### src/rtl/swu_ram_reader.sv
// Read-side controller for the sliding-window line buffer: issues narrow-port reads in
// circular order and streams the registered RAM data out through a 2-entry skid buffer.
module swu_ram_reader #(
    parameter int WIDTHB     = 4,
    parameter int SIZEB      = 1024,
    parameter int ADDRWIDTHB = 10,
    parameter int RATIO      = 4
) (
    input  logic                           clk,
    input  logic                           rst,
    input  logic [$clog2(RATIO+1)-1:0]     fill_inc,
    output logic                           ram_enaB,
    output logic [ADDRWIDTHB-1:0]          ram_addrB,
    input  logic [WIDTHB-1:0]              ram_doB,
    output logic [WIDTHB-1:0]              m_tdata,
    output logic                           m_tvalid,
    input  logic                           m_tready,
    output logic                           rd_free,
    output logic [ADDRWIDTHB:0]            avail,
    output logic                           ovf_err
);

    localparam int                    SUMW     = ADDRWIDTHB + 2;
    localparam logic [SUMW-1:0]       SIZE_S   = SUMW'(SIZEB);
    localparam logic [ADDRWIDTHB-1:0] LAST_PTR = ADDRWIDTHB'(SIZEB - 1);

    logic [ADDRWIDTHB-1:0] rd_ptr_q, rd_ptr_d;
    logic [ADDRWIDTHB:0]   avail_q, avail_d;
    logic                  ovf_q, ovf_d;
    logic                  inflight_q, inflight_d;
    logic [1:0]            count_q, count_d;
    logic [WIDTHB-1:0]     head_q, head_d;
    logic [WIDTHB-1:0]     tail_q, tail_d;

    logic                  pop;
    logic                  push;
    logic                  issue;
    logic [1:0]            occ;
    logic [1:0]            level;
    logic [SUMW-1:0]       fill_sum;
    logic [SUMW-1:0]       net_sum;

    // NOTE: every signal assigned in this block gets a default first, so no path can
    // leave a value unassigned and infer a latch.
    always_comb begin
        rd_ptr_d   = rd_ptr_q;
        head_d     = head_q;
        tail_d     = tail_q;

        pop  = (count_q != 2'd0) && m_tready;
        push = inflight_q;
        occ  = count_q + {1'b0, inflight_q};

        // A read may be issued into the slot that a same-cycle pop frees up.
        issue = (avail_q != '0) && ((occ < 2'd2) || ((occ == 2'd2) && pop));
        inflight_d = issue;

        if (issue) begin
            rd_ptr_d = (rd_ptr_q == LAST_PTR) ? '0 : rd_ptr_q + ADDRWIDTHB'(1);
        end

        fill_sum = SUMW'(avail_q) + SUMW'(fill_inc);
        net_sum  = fill_sum - SUMW'(issue);
        ovf_d    = ovf_q | (fill_sum > SIZE_S);
        avail_d  = (net_sum > SIZE_S) ? SIZE_S[ADDRWIDTHB:0] : net_sum[ADDRWIDTHB:0];

        // Skid buffer: head is the registered output beat, tail holds the second entry.
        level   = count_q - {1'b0, pop};
        count_d = level + {1'b0, push};
        if (pop) begin
            head_d = tail_q;
        end
        if (push) begin
            if (level == 2'd0) begin
                head_d = ram_doB;
            end else begin
                tail_d = ram_doB;
            end
        end
    end

    // NOTE: sequential state is updated with non-blocking assignments only, so every
    // flop samples the pre-edge values of the others.
    always_ff @(posedge clk) begin
        if (rst) begin
            rd_ptr_q   <= '0;
            avail_q    <= '0;
            ovf_q      <= 1'b0;
            inflight_q <= 1'b0;
            count_q    <= 2'd0;
            head_q     <= '0;
        end else begin
            rd_ptr_q   <= rd_ptr_d;
            avail_q    <= avail_d;
            ovf_q      <= ovf_d;
            inflight_q <= inflight_d;
            count_q    <= count_d;
            head_q     <= head_d;
        end
    end

    // NOTE: the second skid entry is pure data qualified by count_q, so it carries no reset.
    always_ff @(posedge clk) begin
        tail_q <= tail_d;
    end

    assign ram_enaB  = issue;
    assign ram_addrB = rd_ptr_q;
    assign m_tdata   = head_q;
    assign m_tvalid  = (count_q != 2'd0);
    assign rd_free   = inflight_q;
    assign avail     = avail_q;
    assign ovf_err   = ovf_q;

endmodule

### config.mk
export PLATFORM = sky130hd
export DESIGN_NAME = swu_ram_reader
export DESIGN_NICKNAME = d
export VERILOG_FILES = /design/src/rtl/swu_ram_reader.sv
export SDC_FILE = /design/constraint.sdc
export NUM_CORES = 1
export LEC_CHECK = 0
export ABC_CLOCK_PERIOD_IN_PS = 10000
export CORE_AREA = 2 2 60 73
export DETAILED_ROUTE_END_ITERATION = 12
export DIE_AREA = 0 0 62 75
export PLACE_DENSITY_LB_ADDON = 0.25
export SYNTH_ARGS = -nofsm -noshare
export SYNTH_HDL_FRONTEND = slang
export SYNTH_SLANG_ARGS = --single-unit
### constraint.sdc
create_clock -name clk -period 10 [get_ports clk]
set_input_delay 2.5 -clock clk [delete_from_list [all_inputs] [get_ports clk]]
set_output_delay 2.5 -clock clk [all_outputs]
set_load 0.05 [all_outputs]
**Yosys cells after proc, flatten, opt, wreduce, memory -nomap -nowiden**

Index checks and enable logic that the tools add are counted.

- Register bits after elaboration: 33
- Input bits: 10

- Add/sub/neg operators: 6
- $lt $le $gt $ge: 3
- Equal/unequal tests: 2
- Multiplexer cells: 5
- Bitwise gates (word level): 2
- Reduce and logical (&&, ||, !) cells: 9

Operator list:

| operator | count |
|---|---|
| 12-bit by 11-bit greater-than comparator with 1-bit output (second input constant) | 2 |
| 11-bit by 3-bit adder with 12-bit output | 1 |
| 4-bit two-way mux | 3 |
| 12-bit by 1-bit subtractor with 12-bit output | 1 |
| 11-bit two-way mux | 1 |
| 11-bit nonzero test | 1 |
| 10-bit by 1-bit adder with 10-bit output (second input constant) | 1 |
| 10-bit == test (second input constant) | 1 |
| 10-bit two-way mux | 1 |
| 2-bit by 1-bit adder with 2-bit output | 2 |
| 1-bit logical AND | 3 |
| 2-bit == test (second input constant) | 1 |
| 2-bit zero test | 1 |
| 2-bit < comparator (second input constant) | 1 |
| 2-bit AND reduction | 1 |
| 2-bit nonzero test | 1 |
| 2-bit OR reduction | 1 |
| 2-bit by 1-bit subtractor with 2-bit output | 1 |
| 1-bit logical OR | 1 |
| 1-bit inverter | 1 |
| 1-bit OR | 1 |

**Longest topological paths before layout**

Gate-level depths: netlist of the first run.

- Depth in word-level cells: 8
- Depth in mapped cells: 13
- Gate-level depth less buffers: 13

**Worst setup path before layout of the first run**

No wires, ideal clock.

- Kind: input to output
- Start: input port m_tready
- End: output port ram_enaB
- Arrival time: 3.550 ns
- Data required time: 7.500 ns
- Path slack: 3.950 ns
- Stages: 4
- Path buffers: 0
- Cell sequence: o21ai_1 > o21ai_0 > o41ai_1 > inv_1

- Word-level cells in the longest chain between the ends: 4

RTL lines:

| what | RTL line | text |
|---|---|---|
| start, declared | 17 | `input logic m_tready,` |
| 1-bit logical AND | 50 | `pop = (count_q != 2'd0) && m_tready;` |
| 1-bit logical AND | 55 | `issue = (avail_q != '0) && ((occ < 2'd2) \|\| ((occ == 2'd2) && pop));` |
| 1-bit logical OR | 55 |  |
| 1-bit logical AND | 55 |  |
| end, declared | 12 | `output logic ram_enaB,` |

No other way between the ends.

**Final worst setup path of the first run**

Ends and elaborated chain as after synthesis.

==> results of run 1 <==
## cells in the mapped netlist, types with 2 or more instances
cell	instances	area [um2]
mux2i_1	6	60.1
a211oi_1	11	82.6
a21boi_0	2	15.0
o211ai_1	4	30.0
nor3_1	4	20.0
a311oi_1	2	17.5
a32o_1	2	20.0
edfxtp_1	4	120
o21ai_0	3	15.0
xnor2_1	8	70.1
nor2b_1	2	12.5
and3_1	5	31.3
and4_1	2	17.5
xnor2_2	2	32.5
ha_1	9	113
nand4_1	4	25.0
inv_1	11	41.3
and3_2	2	15.0
dfxtp_1	29	581
nor2_1	30	113
o41ai_1	2	17.5
xor2_1	12	105
a21oi_1	9	45.0
nor3b_1	2	15.0
nand3_1	12	60.1
nand2_1	16	60.1
nor4_1	2	12.5
## final timing paths
check / start / to / slack, ns
setup / recovery: m_tready / ram_enaB / 2.85
hold / removal: ram_addrB[1]$_SDFFE_PP0P_ / ram_addrB[1]$_SDFFE_PP0P_ / 0.51
setup reg to reg: avail[8]$_SDFF_PP0_ / avail[3]$_SDFF_PP0_ / 5.92
hold reg to reg: ram_addrB[1]$_SDFFE_PP0P_ / ram_addrB[1]$_SDFFE_PP0P_ / 0.51
## area by class of cell
type	count	area, um2
multi-input combinational	182	1340
fill	335	1260
sequential	33	701
timing repair buffer	38	380
clock buffer	7	86.3
tap	54	67.6
inverter	11	41.3
clock inverter	1	30.0
## critical path: cells and delay by family
family                 cells  cell delay, ns
AOI/OAI and AO/OA          3            0.69
buffers and inverters      3            1.46
## power by group through the flow
stage	Combinational [mW]	Clock [mW]	Sequential [mW]
3_3_place_gp	0.590	0	0.222
5_1_grt	0.653	0.135	0.227
4_1_cts	0.602	0.131	0.220
2_1_floorplan	0.359	0	0.310
3_5_place_dp	0.596	0	0.222
6_report	0.602	0.130	0.221
## through the flow
step	instance area [um2]	util	setup WS, ns	std cells	hold WS, ns
4_1_cts	2650	0.676	2.84	326	0.512
5_1_grt	2650	0.676	2.67	326	0.557
3_5_place_dp	2530	0.647	2.84	318	0.500
3_3_place_gp	2530	0.647	2.90	318	0.497
6_report	2650	0.676	2.85	326	0.506
2_1_floorplan	2100	-	3.95	229	0.575
## flip-flops by register name, indices dropped and copies added (netlist names)
signal and cells:
rd_free 1, tail_q 4, avail 11, count_q 2, ovf_err 1, m_tdata 4, ram_addrB 10
## per-layer routing
metal  share of wire  vias to the layer above  GRT usage
met5               0                        -          0
met4           0.031                        0      0.121
met3           0.044                       13     0.0464
met2            0.50                       51      0.378
met1            0.43                      857      0.278
li1                -                      929          -
## cell families (layout without fill, tap and decap cells)
group | Yosys count | after routing | synth area share
multiplexers | 6 | 6 | 0.0286
AND/OR/NAND/NOR | 91 | 91 | 0.223
AO/OA/AOI/OAI | 51 | 51 | 0.203
adder cells (fa/ha/maj) | 10 | 10 | 0.0632
buffers and inverters | 14 | 57 | 0.0274
flip-flops | 33 | 33 | 0.334
XOR/XNOR | 24 | 24 | 0.120
==> impl_metrics.json, run 1 <==
{
  "status": "finished, final reports clean",
  "final_common_cell": "clkdlybuf4s50_1",
  "synth_cells": 229,
  "drv_cap": 0,
  "grt_pass1_wl_um": 7960,
  "gr-total-overflow": 0,
  "hp-class": "reg2reg",
  "cts_resized": 0,
  "grt_antenna_before_repair": 0,
  "rsz0062_at_grt": "no",
  "setup_viol": 0,
  "core_area_um2": 3910,
  "async_reset_ff_frac": 0,
  "hold_violations": 0,
  "sw_frac_of_total": 0.504,
  "p_per_area_nw_per_um2": 360,
  "layout_common_cells": "clkdlybuf4s50_1, nor2_1, dfxtp_1",
  "area_delta_synth_final_pct": 26.1,
  "start_kind": "input port",
  "grt_usage": 0.230,
  "synth_edf_count": 4,
  "pwr-share-comb": 0.632,
  "rows": 25,
  "drt-initial-drc-count": 111,
  "cts_root_buf": "clkbuf_8",
  "cts_max_path_buffers": 2,
  "postRouteAntennaNets": 0,
  "ys_ff_latch": 33,
  "slew_headroom": 0.291,
  "internal_power_uw": 473,
  "crit_fanout": 7,
  "dieArea_um2": 4650,
  "finalSetupTns_ns": 0,
  "clock_power_share": 0.136,
  "worst_pin_slew_ns": 1.05,
  "syn_area_per_cell_um2": 9.16,
  "drt-pass1-iter-count": 4,
  "synth_cell_types": 59,
  "skew_ns": 0.00315,
  "path_cells": "clkdlybuf4s50_1 > o21ai_1 > o21ai_0 > o41ai_1 > inv_1 > clkdlybuf4s50_1",
  "finalMaxSlewViolations": 0,
  "start_util": 0.536,
  "wire_per_inst_um": 14.6,
  "rr_worst_depth": 12,
  "cts_setup_buffers": 0,
  "vias": 1850,
  "postCtsHoldBufs": 0,
  "p_leak_nw": 1.02,
  "clk_pin_slew_ns": 0.07,
  "critPathMaxStageDelay_ns": 0.82,
  "cts.sinks": 33,
  "yosys_warnings": 0,
  "clk_latency_ns": 0.29,
  "p_total_uw": 953,
  "vias_per_cell": 5.67,
  "cts_tree": "done",
  "syn-num-nets": 249,
  "crit_type": "in2out",
  "required_ns": 7.50,
  "netSwitchingPower_uw": 480,
  "grt_pass1_vias": 1801,
  "numCtsBuffers": 5,
  "dieWidth_um": 62,
  "grt_max_degree": 17,
  "cp_slowest_cell": "clkdlybuf4s50_1",
  "htree_levels": 2,
  "cp_common_cell": "clkdlybuf4s50_1",
  "num-nets-final": 291,
  "num_io_pins": 39,
  "io_buffers": 38,
  "final.period_utilization": 0.715,
  "max_freq_mhz": 140,
  "ir_worst_vdd_uv": 218,
  "place_congestion": 0.898,
  "dpl.hpwl_um": 3510,
  "dieHeight_um": 75,
  "syn-cell-area_um2": 2100,
  "final.min_clock_period_ns": 7.15,
  "drive_gt1_frac": 0.0956,
  "antennaDiodeCount": 0,
  "critPathArrivalTime_ns": 4.65,
  "whs_path_depth": 2,
  "yosysSeqAreaShare": 0.334,
  "critPathCaptureType": "output pin",
  "drcViolationCount": 0,
  "wl_um": 4760,
  "pwr-share-seq": 0.232,
  "ys.flop_type": "dfxtp_1"
}
Power figures use the tool's default switching activity.
==> run 2: changes to the inputs <==
--- a/config.mk
+++ b/config.mk
@@ -5,10 +5,10 @@
 export SDC_FILE = /design/constraint.sdc
 export NUM_CORES = 1
 export LEC_CHECK = 0
-export ABC_CLOCK_PERIOD_IN_PS = 10000
-export CORE_AREA = 2 2 60 73
+export ABC_CLOCK_PERIOD_IN_PS = 6800
+export CORE_AREA = 2 2 61 75
 export DETAILED_ROUTE_END_ITERATION = 12
-export DIE_AREA = 0 0 62 75
+export DIE_AREA = 0 0 63 77
 export PLACE_DENSITY_LB_ADDON = 0.25
 export SYNTH_ARGS = -nofsm -noshare
 export SYNTH_HDL_FRONTEND = slang
==> constraint.sdc (replaced) <==
create_clock -name clk -period 6.8 [get_ports clk]
set_input_delay 1.7 -clock clk [delete_from_list [all_inputs] [get_ports clk]]
set_output_delay 1.7 -clock clk [all_outputs]
set_load 0.05 [all_outputs]
==> impl_metrics.json, run 2 (synthesized netlist as in run 1, its figures left out) <==
{
  "grt_max_degree": 17,
  "rsz0062_at_grt": "no",
  "start_util": 0.508,
  "wire_per_inst_um": 14.3,
  "finalMaxSlewViolations": 0,
  "r2r_slack_ns": 2.59,
  "hp-class": "reg2reg",
  "layout_common_cells": "clkdlybuf4s50_1, nor2_1, dfxtp_1",
  "post-route-util": 0.632,
  "start_kind": "input port",
  "drive_gt1_frac": 0.0882,
  "cp_slowest_cell": "clkdlybuf4s50_1",
  "clk_latency_ns": 0.28,
  "slew_headroom": 0.230,
  "drv_cap": 0,
  "cts_resized": 0,
  "critPathMaxStageDelay_ns": 0.77,
  "drcViolationCount": 0,
  "vias_per_cell": 5.59,
  "htree_levels": 2,
  "dieArea_um2": 4850,
  "antennaDiodeCount": 0,
  "final_common_cell": "clkdlybuf4s50_1",
  "core_area_um2": 4130,
  "wl_um": 4680,
  "num_io_pins": 39,
  "status": "finished, final reports clean",
  "place_congestion": 0.839,
  "area_delta_synth_final_pct": 24.5,
  "crit_type": "in2out",
  "io_buffers": 38,
  "skew_ns": 0.00605,
  "crit_fanout": 7,
  "path_cells": "clkdlybuf4s50_1 > o21ai_1 > o21ai_0 > o41ai_1 > inv_1 > clkdlybuf4s50_1",
  "cts.sinks": 33,
  "place_ws_ns": 1.14,
  "dieWidth_um": 63,
  "setup_viol": 0,
  "numCtsBuffers": 5,
  "grt_usage": 0.199,
  "grt_pass1_wl_um": 7780,
  "clk_pin_slew_ns": 0.06,
  "ir_worst_vdd_uv": 312,
  "gr-total-overflow": 0,
  "dpl.hpwl_um": 3570,
  "hold_violations": 0,
  "final.period_utilization": 0.825,
  "cts_tree": "done",
  "cts_max_path_buffers": 2,
  "p_leak_nw": 0.997,
  "max_freq_mhz": 178,
  "grt_pass1_vias": 1758,
  "vias": 1833,
  "final.min_clock_period_ns": 5.61,
  "critPathArrivalTime_ns": 3.91,
  "num-nets-final": 291,
  "grt_antenna_before_repair": 0,
  "drt-initial-drc-count": 145,
  "cts_setup_buffers": 0,
  "critPathCaptureType": "output pin",
  "finalSetupTns_ns": 0,
  "p_per_area_nw_per_um2": 515,
  "required_ns": 5.10,
  "rows": 26,
  "drt-pass1-iter-count": 4,
  "cts_root_buf": "clkbuf_8",
  "setup_ws_ns": 1.19,
  "postCtsHoldBufs": 0,
  "dieHeight_um": 77,
  "cp_common_cell": "clkdlybuf4s50_1",
  "largest_register_ffs": 11,
  "postRouteAntennaNets": 0,
  "worst_pin_slew_ns": 1.14
}
## run 2: changes by cell type in the layout (fill, tap and decap cells not counted), sizes merged
cell | previous run | this run
clkbuf | 7 | 8
bufinv | 1 | 0
## run 2: cell type report
| class | count | area (um2) |
|---|---|---|
| multi-input cells | 182 | 1340 |
| flip-flops and latches | 33 | 701 |
| well taps | 56 | 70.1 |
| inverters | 11 | 41.3 |
| fillers | 368 | 1520 |
| clock buffers | 8 | 80.1 |
| repair buffers | 38 | 380 |
## run 2: final timing paths
kind / startpoint / endpoint / cells past startpoint
max reg2reg: avail[8]$_SDFF_PP0_ / avail[3]$_SDFF_PP0_ / 12
min: ram_addrB[1]$_SDFFE_PP0P_ / ram_addrB[1]$_SDFFE_PP0P_ / 2
max: m_tready / ram_enaB / 6
min reg2reg: ram_addrB[1]$_SDFFE_PP0P_ / ram_addrB[1]$_SDFFE_PP0P_ / 2
## run 2: per-layer routing
layer	global-route usage	vias up	wire length [um]
met1	0.235	848	2040
met4	0.0778	0	81
met5	0	-	0
li1	-	929	-
met2	0.353	50	2350
met3	0.0352	6	203
## run 2: critical path: cells and delay by family
family | cells | cell delay, ns
AO/OA/AOI/OAI | 3 | 0.78
buffers and inverters | 3 | 1.43
## run 2: power breakdown
group | internal [mW] | leakage (nW) | switching [mW] | total [mW]
logic | 0.318 | 0.684 | 0.566 | 0.884
clock network | 0.0726 | 0.0395 | 0.0640 | 0.137
registers | 0.257 | 0.274 | 0.0667 | 0.324
total | 0.648 | 0.997 | 0.697 | 1.35
## run 2: stage by stage
| step | cell area [um2] | std cells | power [mW] | hold WS, ns |
|---|---|---|---|---|
| after detailed placement | 2530 | 320 | 1.21 | 0.508 |
| after CTS | 2610 | 328 | 1.35 | 0.517 |
| after floorplan | 2100 | 229 | 0.984 | 0.575 |
| final | 2610 | 328 | 1.35 | 0.514 |
| after global placement | 2530 | 320 | 1.20 | 0.493 |
| after global routing | 2610 | 328 | 1.43 | 0.547 |
==> run 3: changes to the inputs <==
--- a/config.mk
+++ b/config.mk
@@ -5,7 +5,7 @@
 export SDC_FILE = /design/constraint.sdc
 export NUM_CORES = 1
 export LEC_CHECK = 0
-export ABC_CLOCK_PERIOD_IN_PS = 6800
+export ABC_CLOCK_PERIOD_IN_PS = 5800
 export CORE_AREA = 2 2 61 75
 export DETAILED_ROUTE_END_ITERATION = 12
 export DIE_AREA = 0 0 63 77
==> constraint.sdc (replaced) <==
create_clock -name clk -period 5.8 [get_ports clk]
set_input_delay 1.45 -clock clk [delete_from_list [all_inputs] [get_ports clk]]
set_output_delay 1.45 -clock clk [all_outputs]
set_load 0.05 [all_outputs]
==> impl_metrics.json, run 3 (synthesized netlist as in run 1, its figures left out) <==
{
  "area_delta_synth_final_pct": 25.8,
  "postRouteAntennaNets": 0,
  "htree_levels": 2,
  "worst-path-buf-inv": 3,
  "cp.depth": 6,
  "crit_type": "in2out",
  "grt_antenna_before_repair": 0,
  "dieHeight_um": 77,
  "start_util": 0.508,
  "place_congestion": 0.844,
  "io_buffers": 38,
  "vias_per_cell": 5.65,
  "hold_violations": 0,
  "num-nets-final": 291,
  "path_cells": "clkdlybuf4s50_1 > o21ai_1 > o21ai_0 > o41ai_1 > inv_1 > clkdlybuf4s50_1",
  "clk_pin_slew_ns": 0.07,
  "ir_worst_vdd_uv": 459,
  "final.min_clock_period_ns": 5.10,
  "wire_per_inst_um": 14.7,
  "max_freq_mhz": 196,
  "cp_slowest_cell": "clkdlybuf4s50_1",
  "dp_cells": 320,
  "hp-class": "reg2reg",
  "drt-initial-drc-count": 119,
  "final_cell_count_no_fill": 328,
  "start_kind": "input port",
  "postCtsHoldBufs": 0,
  "largest_register_ffs": 11,
  "cts_max_path_buffers": 2,
  "p_leak_nw": 1.01,
  "rows": 26,
  "grt_max_degree": 17,
  "wl_um": 4840,
  "skew_ns": 0.00705,
  "slew_headroom": 0.246,
  "grt_pass1_wl_um": 8040,
  "final_common_cell": "clkdlybuf4s50_1",
  "finalSetupTns_ns": 0,
  "critPathMaxStageDelay_ns": 0.77,
  "cp-startpoint": "m_tready",
  "dieArea_um2": 4850,
  "crit_fanout": 7,
  "drv_cap": 0,
  "num_io_pins": 39,
  "required_ns": 4.35,
  "finalMaxSlewViolations": 0,
  "r2r_slack_ns": 1.61,
  "r2r_end": "avail[3]$_SDFF_PP0_",
  "reg2reg_from": "avail[8]$_SDFF_PP0_",
  "dieWidth_um": 63,
  "numCtsBuffers": 5,
  "critPathCaptureType": "output pin",
  "setup_viol": 0,
  "rr_worst_depth": 12,
  "crit_family": "buffers and inverters",
  "cts_resized": 0,
  "drt-pass1-iter-count": 4,
  "rsz0062_at_grt": "no",
  "grt_usage": 0.207,
  "final.period_utilization": 0.880,
  "cts_setup_buffers": 0,
  "p_per_area_nw_per_um2": 618,
  "gr-total-overflow": 0,
  "crit_end": "ram_enaB",
  "cts_root_buf": "clkbuf_8",
  "layout_common_cells": "clkdlybuf4s50_1, nor2_1, dfxtp_1",
  "critPathArrivalTime_ns": 3.65,
  "status": "finished, final reports clean",
  "clk_latency_ns": 0.28,
  "drcViolationCount": 0,
  "dpl.hpwl_um": 3620,
  "antennaDiodeCount": 0,
  "cts_tree": "done",
  "vias": 1853,
  "cts.sinks": 33,
  "cp_common_cell": "clkdlybuf4s50_1",
  "grt_pass1_vias": 1745,
  "worst_pin_slew_ns": 1.12,
  "core_area_um2": 4130,
  "drive_gt1_frac": 0.0919
}
run 3: changes by cell type in the layout (fill, tap and decap cells not counted), sizes merged:
| cell | delta |
|---|---|
| clkbuf | -2 |
| bufinv | +1 |
| clkinv | +1 |
run 3: worst min path at each step:
stage	startpoint	end	slack [ns]	cells after the start
2_1_floorplan	tail_q[3]$_DFFE_PP_	m_tdata[3]$_SDFF_PP0_	0.58	2
3_3_place_gp	ram_addrB[1]$_SDFFE_PP0P_	ram_addrB[1]$_SDFFE_PP0P_	0.49	2
3_5_place_dp	ram_addrB[1]$_SDFFE_PP0P_	ram_addrB[1]$_SDFFE_PP0P_	0.49	2
4_1_cts	ram_addrB[1]$_SDFFE_PP0P_	ram_addrB[1]$_SDFFE_PP0P_	0.50	2
5_1_grt	ram_addrB[1]$_SDFFE_PP0P_	ram_addrB[1]$_SDFFE_PP0P_	0.54	2
6_report	ram_addrB[1]$_SDFFE_PP0P_	ram_addrB[1]$_SDFFE_PP0P_	0.49	2
run 3: where the power goes:
part | internal (mW) | switching [mW] | total [mW] | leakage, nW
logic | 0.374 | 0.668 | 1.04 | 0.684
clock network | 0.127 | 0.0799 | 0.207 | 0.0528
registers | 0.302 | 0.0780 | 0.380 | 0.274
run 3: cell type report:
type / count / area (um2)
fill: 353 / 1490
timing repair buffer: 38 / 380
sequential: 33 / 701
multi-input combinational: 182 / 1340
clock inverter: 2 / 33.8
clock buffer: 6 / 72.6
inverter: 11 / 41.3
tap: 56 / 70.1
run 3: layer usage:
layer,track usage,part of all wire,vias up
met1,0.246,0.43,877
met3,0.0396,0.039,6
li1,-,-,925
met4,0.0756,0.014,0
met5,0,0,-
met2,0.365,0.52,45
run 3: through the flow:
stage                      util  power [mW]  hold slack, ns  instance area [um2]  setup WS (ns)
after global routing      0.638        1.73           0.542                 2640          0.524
after global placement    0.613        1.41           0.491                 2530          0.798
final                     0.638        1.63           0.492                 2640          0.696
after floorplan               -        1.15           0.575                 2100           1.27
after detailed placement  0.613        1.42           0.486                 2530          0.691
after CTS                 0.638        1.64           0.495                 2640          0.684
run 3: worst register-to-register path: stages (launching register included):
cell	delay, ns
dfxtp_1	0.41
nor4_1	0.41
nand3_1	0.14
o41ai_1	0.92
inv_1	0.26
ha_1	0.33
ha_1	0.24
and2_2	0.20
a32oi_2	0.22
xnor2_1	0.13
a2111oi_4	0.39
o211ai_4	0.18
a221oi_2	0.29
